===== config.mk =====
export PLATFORM = sky130hd
export DESIGN_NAME = sha_msg_loader
export DESIGN_NICKNAME = d
export VERILOG_FILES = /design/src/rtl/sha_msg_loader.sv
export SDC_FILE = /design/constraint.sdc
export NUM_CORES = 1
export LEC_CHECK = 0
export BUFFER_PORTS_ARGS = -buffer_cell sky130_fd_sc_hd__buf_2
export CORE_ASPECT_RATIO = 0.75
export CORE_MARGIN = 2
export CORE_UTILIZATION = 32
export DETAILED_ROUTE_END_ITERATION = 8
export GPL_TIMING_DRIVEN = 1
export MAX_ROUTING_LAYER = met4
export PLACE_DENSITY_LB_ADDON = 0.25
export SLEW_MARGIN = 20
export SYNTH_ARGS = -nofsm -noshare
export SYNTH_HDL_FRONTEND = slang
export SYNTH_SLANG_ARGS = --single-unit

===== constraint.sdc =====
create_clock -name clk -period 3.15 [get_ports clk]
set_clock_uncertainty 0.2 [all_clocks]
set_input_delay 0.63 -clock clk [delete_from_list [all_inputs] [get_ports clk]]
set_output_delay 0.63 -clock clk [all_outputs]
set_load 0.01 [all_outputs]

===== src/rtl/sha_msg_loader.sv =====
// sha_msg_loader: reads a message from BRAM, applies SHA padding and streams 32-bit words to the hash core
module sha_msg_loader #(
  parameter int ADDR_W = 10,
  parameter int LEN_W  = 9
) (
  input  logic              clk,
  input  logic              reset,
  input  logic              start,
  input  logic [LEN_W-1:0]  length,
  input  logic [ADDR_W-1:0] encrypt_data_addr,
  output logic [ADDR_W-1:0] mem_addr,
  output logic              mem_en,
  input  logic [31:0]       mem_data,
  output logic [31:0]       word_out,
  output logic              word_valid,
  input  logic              word_ready,
  output logic              block_last,
  output logic              msg_last,
  output logic              busy,
  output logic              done
);
  typedef enum logic [2:0] {IDLE, FETCH, LOAD, SEND, DONE} state_t;
  state_t state_q, state_d;
  logic [7:0] w_q, w_d, w_nx;
  logic [LEN_W-1:0] len_q, len_d;
  logic [ADDR_W-1:0] base_q, base_d, mem_addr_q, mem_addr_d;
  logic [31:0] word_q, word_d;
  logic last;
  function automatic logic [7:0] last_idx(input logic [LEN_W-1:0] l);
    return 8'((((32'(l) + 32'd8) >> 6) << 4) + 32'd15);
  endfunction
  // memory is needed for every word holding at least one message byte
  function automatic logic needs_read(input logic [7:0] w, input logic [LEN_W-1:0] l);
    return 32'(w) < ((32'(l) + 32'd3) >> 2);
  endfunction
  function automatic logic [31:0] pad(input logic [7:0] w, input logic [LEN_W-1:0] l);
    return w == last_idx(l) ? 32'(l) << 3 :
           (32'(w) == (32'(l) >> 2) && l[1:0] == 2'd0) ? 32'h8000_0000 : 32'h0;
  endfunction
  function automatic logic [31:0] masked(input logic [31:0] d, input logic [7:0] w, input logic [LEN_W-1:0] l);
    return 32'(w) != (32'(l) >> 2) ? d :
           l[1:0] == 2'd1 ? {d[31:24], 24'h80_0000} :
           l[1:0] == 2'd2 ? {d[31:16], 16'h8000} : {d[31:8], 8'h80};
  endfunction
  always_ff @(posedge clk) begin
    if (reset) begin
      state_q    <= IDLE;
      w_q        <= '0;
      len_q      <= '0;
      base_q     <= '0;
      mem_addr_q <= '0;
      word_q     <= '0;
    end else begin
      state_q    <= state_d;
      w_q        <= w_d;
      len_q      <= len_d;
      base_q     <= base_d;
      mem_addr_q <= mem_addr_d;
      word_q     <= word_d;
    end
  end
  always_comb begin
    state_d    = state_q;
    w_d        = w_q;
    len_d      = len_q;
    base_d     = base_q;
    mem_addr_d = mem_addr_q;
    word_d     = word_q;
    w_nx       = w_q + 8'd1;
    last       = w_q == last_idx(len_q);
    unique case (state_q)
      IDLE: if (start) begin
        len_d      = length;
        base_d     = encrypt_data_addr;
        mem_addr_d = encrypt_data_addr;
        w_d        = '0;
        state_d    = length != '0 ? FETCH : SEND;
        word_d     = length != '0 ? word_q : pad(8'd0, length);
      end
      FETCH: state_d = LOAD;
      LOAD: begin
        word_d  = masked(mem_data, w_q, len_q);
        state_d = SEND;
      end
      SEND: if (word_ready) begin
        if (last) state_d = DONE;
        else begin
          w_d = w_nx;
          if (needs_read(w_nx, len_q)) begin
            state_d    = FETCH;
            mem_addr_d = base_q + ADDR_W'(w_nx);
          end else word_d = pad(w_nx, len_q);
        end
      end
      DONE: state_d = IDLE;
      default: state_d = IDLE;
    endcase
  end
  always_comb begin
    mem_addr   = mem_addr_q;
    mem_en     = state_q == FETCH;
    word_out   = word_q;
    word_valid = state_q == SEND;
    block_last = word_valid && (&w_q[3:0]);
    msg_last   = word_valid && last;
    busy       = state_q inside {FETCH, LOAD, SEND};
    done       = state_q == DONE;
  end
endmodule


[After elaboration in Yosys (flattened, before gate mapping)]
Cells that the tools add are included.
W data, S select, Z words.
Operators by class
  eq/ne operators: 17
  reductions and logical operators: 19
  muxes and demuxes: 28
  $add $sub $neg: 7
  $lt $le $gt $ge: 1
Operators with widths (count)
  $mux W32: 9
  $pmux W32 S3: 1
  $mux W24: 2
  $mux W10: 4
  $logic_not A32 Y1: 1
  $mux W8: 3
  $add A9 B4 Y10 const B: 2
  $pmux W10 S2: 1
  $add A8 B4 Y8 const B: 2
  $eq A8 B8 Y1: 2
  $mux W16: 1
  $pmux W8 S2: 1
  $mux W3: 4
  $pmux W3 S4: 1
  $add A10 B8 Y10: 1
  $add A9 B2 Y10 const B: 1
  $reduce_bool A9 Y1: 1
  $add A8 B1 Y8 const B: 1
  $eq A8 B7 Y1: 1
  $logic_not A8 Y1: 1
  $lt A8 B8 Y1: 1
  $ne A2 B2 Y1 const B: 4
  $ne A8 B7 Y1: 1
  $reduce_and A4 Y1: 2
  other kinds (17): 24
Word-level totals
  output and inout bits: 48
  flip-flop bits (word level): 72
  input port bits: 55

[Logic depth before layout (Yosys ltp)]
  depth after elaboration: 9
  depth in mapped cells: 13
  depth with buffers taken out: 12

[Least setup slack after synthesis]
No wires, ideal clock.
  kind: reg-to-reg
  start: reg w_q[1]
  end: reg word_q[13], in the netlist word_out[13]
  slack: -0.162 ns
  cell stages (with the launch flop): 13
  setup time: 0.070 ns
  period minus slack after synthesis: 3.312 ns
  data required time: 2.880 ns
  arrival: 3.042 ns
  buffers on the path: 1
  cells stage by stage: dfxtp_1 ha_1 nand3_4 nor2_1 xor2_1 ha_1 a2111oi_0 nand2_1 o211ai_1 a2111o_1 clkbuf_1 o21ai_0 a21oi_1
On the way
  longest elaborated chain between the ends: 7
  elaborated cells between the ends (all ways): 14
RTL lines
  start: declaration: line 24  | logic [7:0] w_q, w_d, w_nx;
  start signal: assignment: line 55  | w_q <= w_d;
  $add A8 B1 Y8: line 69  | w_nx = w_q + 8'd1;
  $eq A8 B8 Y1: line 37  | return w == last_idx(l) ? 32'(l) << 3 :
  $mux W32: line 37
  $mux W32: line 89  | if (needs_read(w_nx, len_q)) begin
  $mux W32: line 86  | if (last) state_d = DONE;
  $mux W32: line 85  | SEND: if (word_ready) begin
  $pmux W32 S3: line 71  | unique case (state_q)
  end signal: assignment: line 59  | word_q <= word_d;
  end: declaration: line 27  | logic [31:0] word_q, word_d;
Several ways; a longest one is shown, not always the timed one. The select of a mux whose other input is x is not followed.
A chain may end at the register's enable or synchronous reset.

[Worst setup path after layout]
  start: reg len_q[1]
  end: reg word_q[5], in the netlist word_out[5]
On the way
  longest elaborated chain between the ends: 8
  elaborated cells between the ends (all ways): 17
RTL lines
  start: declaration: line 25  | logic [LEN_W-1:0] len_q, len_d;
  start signal: assignment: line 56  | len_q <= len_d;
  $add A9 B4 Y10: line 30  | return 8'((((32'(l) + 32'd8) >> 6) << 4) + 32'd15);
  $add A8 B4 Y8: line 30
  $eq A8 B8 Y1: line 37
  $mux W32: line 37
  $mux W32: line 89
  $mux W32: line 86
  $mux W32: line 85
  $pmux W32 S3: line 71
Several ways; a longest one is shown, not always the timed one. The select of a mux whose other input is x is not followed.

==> flow_metrics.py <==
metrics = {
    "status": {
        "status": "finished, final reports clean",
    },
    "global_routing": {
        "grt_use_total_pct": 20.4,
        "grt_pass1_vias": 4551,
        "grt_overflow_total": 0,
        "grt_max_degree": 43,
        "antenna_found_initial": 0,
        "grt_pass1_wl_um": 23500,
    },
    "placement": {
        "preCtsSetupSlack_ns": -0.0940,
        "port_buffers": 102,
        "placed_cells": 871,
        "dp_hpwl_um": 11200,
        "placed_cell_area_sq_mm": 0.00552,
        "gp_congestion": 0.920,
    },
    "yosys": {
        "ys_seq_elements": 72,
        "syn_avg_cell_area_sq_um": 7.86,
        "syn_area_sq_mm": 0.00443,
        "seq_area_frac_synth_pct": 32.5,
        "syn_inst": 564,
        "synth_edf_count": 0,
        "synth_warnings": 0,
        "synth-main-ff-cell": "dfxtp_1",
        "async_reset_ff_share_pct": 0,
        "synth.distinct_cells": 67,
        "syn_nets": 640,
    },
    "final_layout": {
        "fin_nets": 797,
        "diodes": 0,
        "fin_cells": 901,
        "finish.instance_area_sq_mm": 0.00632,
        "postLayoutCoreUtil_pct": 46.4,
        "drive_gt1_share_pct": 37.3,
        "area_growth_pct": 42.6,
    },
    "timing": {
        "slew_headroom_pct": 41.1,
        "fin_crit_sh_pct": 97.0,
        "setup_viol": 0,
        "fin_crit_ns": 3.06,
        "rsz0062_at_grt": "yes",
        "max_freq_mhz": 327,
        "slew_viol_final": 0,
        "fin_hold_ws_ns": 0.261,
        "fin_tns_setup_ns": 0,
        "finalHoldViolations": 0,
        "setup_ws_ns": 0.0936,
        "worst_slew_pin_slew_ns": 0.877,
    },
    "power": {
        "power_mw": 2.90,
        "leakage_nw": 2.65,
        "ir_worst_vdd_uv": 377,
        "p_per_area_mw_per_mm2": 459,
    },
    "clock_network": {
        "clkLatencyLatePin_ns": 0.35,
        "cts_buffers": 9,
        "cts_buffer_depth": 2,
        "tritoncts": "yes",
        "ctsHoldBuffers": 0,
        "clk_pin_slew_worst_paths_ns": 0.06,
        "clock-sinks": 72,
        "root_buffer": "clkbuf_16",
        "htreeDepth": 3,
    },
    "critical_path": {
        "rrSetupSlack_ns": 0.09,
        "arrival_ns": 3.12,
        "worst_r2r_endpoint": "word_out[5]",
        "cp-endpoint": "word_out[5]",
        "crit_type": "reg2reg",
        "crit_path_end_kind": "flop",
        "regToRegStartpoint": "len_q[1]",
        "ff2ff_path_depth": 15,
        "critPathRequiredTime_ns": 3.21,
        "startpoint": "len_q[1]",
        "critPathLaunchType": "flop",
        "crit_fanout": 5,
    },
    "die": {
        "rows": 37,
        "io-pin-count": 103,
        "start_util_pct": 32.6,
        "core_sq_mm": 0.0136,
        "die_height_um": 106,
        "die-area_sq_mm": 0.0148,
        "die_w_um": 140,
    },
    "route": {
        "drc": 0,
        "drt-vias-per-instance": 5.37,
        "first_pass_iters": 5,
        "num_vias": 4838,
        "drt_iter0_markers": 292,
        "routed_wl_um": 15000,
        "ant_nets": 0,
        "wire_per_inst_um": 16.7,
    },
    "flow_run": {
        "drv_cap": 0,
    },
    "worst_hold_path": {
        "worstHoldPathType": "reg2reg",
    },
}
## metal layers
metal	up-vias	share of wire (%)	global-route usage, %
li1	2362	-	-
met1	2309	50	29.6
met2	151	43	29.1
met3	16	6.4	4.73
met4	0	1.1	4.14
met5	-	0	-
## critical path, stage by stage (launching register included)
cell       delay, ns
dfxtp_2         0.35
inv_2           0.06
ha_4            0.17
buf_4           0.14
nand2b_4        0.15
nor2_4          0.12
xnor2_2         0.07
ha_2            0.31
o21ai_1         0.06
nand2_1         0.08
o211ai_1        0.13
a2111oi_2       0.41
buf_4           0.22
clkbuf_16       0.15
a21oi_1         0.07
a311oi_2        0.26
## flip-flops by register name, summed over array words and instances, names as in the netlist
register and flops:
base_q 10, len_q 9, state_q 3, mem_addr 10
word_out 32, w_q 8
## area by class of cell
cell class	count	area, sq um
well taps	175	219
flip-flops and latches	72	1460
repair buffers	185	1220
clock buffers	10	239
inverters	14	52.6
clock inverters	6	66.3
fillers	1379	7290
multi-input cells	439	3060
## how the worst min path moves through the flow
stage | slack [ns] | cells past startpoint | from | to
CTS | 0.26 | 2 | base_q[0] | base_q[0]
finish | 0.26 | 2 | base_q[5] | base_q[5]
global placement | 0.25 | 2 | base_q[0] | base_q[0]
detailed placement | 0.25 | 2 | base_q[0] | base_q[0]
floorplan | 0.24 | 2 | base_q[0] | base_q[0]
global route | 0.29 | 2 | base_q[7] | base_q[7]
## synthesized netlist by cell type (2+ instances only)
library cell / instances / area, sq um
buf_2: 11 / 55.1
o21bai_1: 2 / 15.0
a32oi_1: 2 / 17.5
buf_4: 5 / 37.5
a2111oi_0: 2 / 17.5
nor2b_1: 2 / 12.5
nand2b_1: 4 / 25.0
clkbuf_1: 20 / 75.1
nand3_1: 9 / 45.0
o2111ai_1: 2 / 17.5
nor3_1: 15 / 75.1
a41oi_1: 3 / 26.3
or4_1: 2 / 15.0
buf_1: 2 / 7.51
and3_1: 6 / 37.5
xnor2_1: 17 / 149
and2b_1: 2 / 15.0
a21o_1: 3 / 22.5
a22o_1: 8 / 70.1
or3_1: 2 / 12.5
o21ai_0: 28 / 140
and2_1: 4 / 25.0
a21oi_1: 74 / 370
nor2_1: 29 / 109
o21ai_1: 9 / 45.0
xor2_1: 15 / 131
a31oi_1: 3 / 18.8
a211oi_1: 4 / 30.0
nand4_1: 17 / 106
inv_1: 13 / 48.8
o211ai_1: 7 / 52.6
dfxtp_1: 72 / 1440
o211a_1: 2 / 20.0
nor4_1: 7 / 43.8
o31ai_1: 3 / 22.5
nand2_1: 94 / 353
a311oi_1: 15 / 131
ha_1: 20 / 250
## logic make-up after synthesis
family | after synthesis | share of synthesized area [%]
adder cells (fa/ha/maj) | 21 | 6.10
buffers and inverters | 53 | 5.39
AND/OR/NAND/NOR | 204 | 22.4
multiplexers | 1 | 0.226
AO/OA/AOI/OAI | 180 | 26.5
flip-flops | 72 | 32.5
XOR/XNOR | 33 | 6.83
## power by group
| part | switching [mW] | leakage [nW] | internal (mW) |
|---|---|---|---|
| registers | 0.0580 | 0.594 | 1.00 |
| clock network | 0.422 | 0.153 | 0.637 |
| logic | 0.439 | 1.90 | 0.342 |
| total | 0.919 | 2.65 | 1.98 |
## layout by cell type, fill, tap and decap left out, drive strengths merged, types with 4 or more instances in the layout
master | netlist | layout
nand4 | 18 | 18
nand3 | 10 | 10
buf | 19 | 183
and3 | 6 | 6
dfxtp | 72 | 72
nor3 | 15 | 15
xor2 | 15 | 15
a211oi | 4 | 4
nand2b | 4 | 4
inv | 14 | 15
o21ai | 37 | 37
clkinv | 0 | 4
a311oi | 15 | 15
nand2 | 94 | 94
ha | 20 | 20
nor2 | 30 | 30
a22o | 8 | 8
a21oi | 75 | 75
clkbuf | 20 | 12
and2 | 5 | 5
xnor2 | 17 | 17
nor4 | 8 | 8
o211ai | 8 | 8
## timing repair
action                                  4_1_cts  5_1_grt
setup buffers                                 3       11
cloned                                        0        2
pin swaps                                    15       39
gates resized for setup                      11       83
endpoints found under the setup margin       41       44
Power figures use the tool's default switching activity.
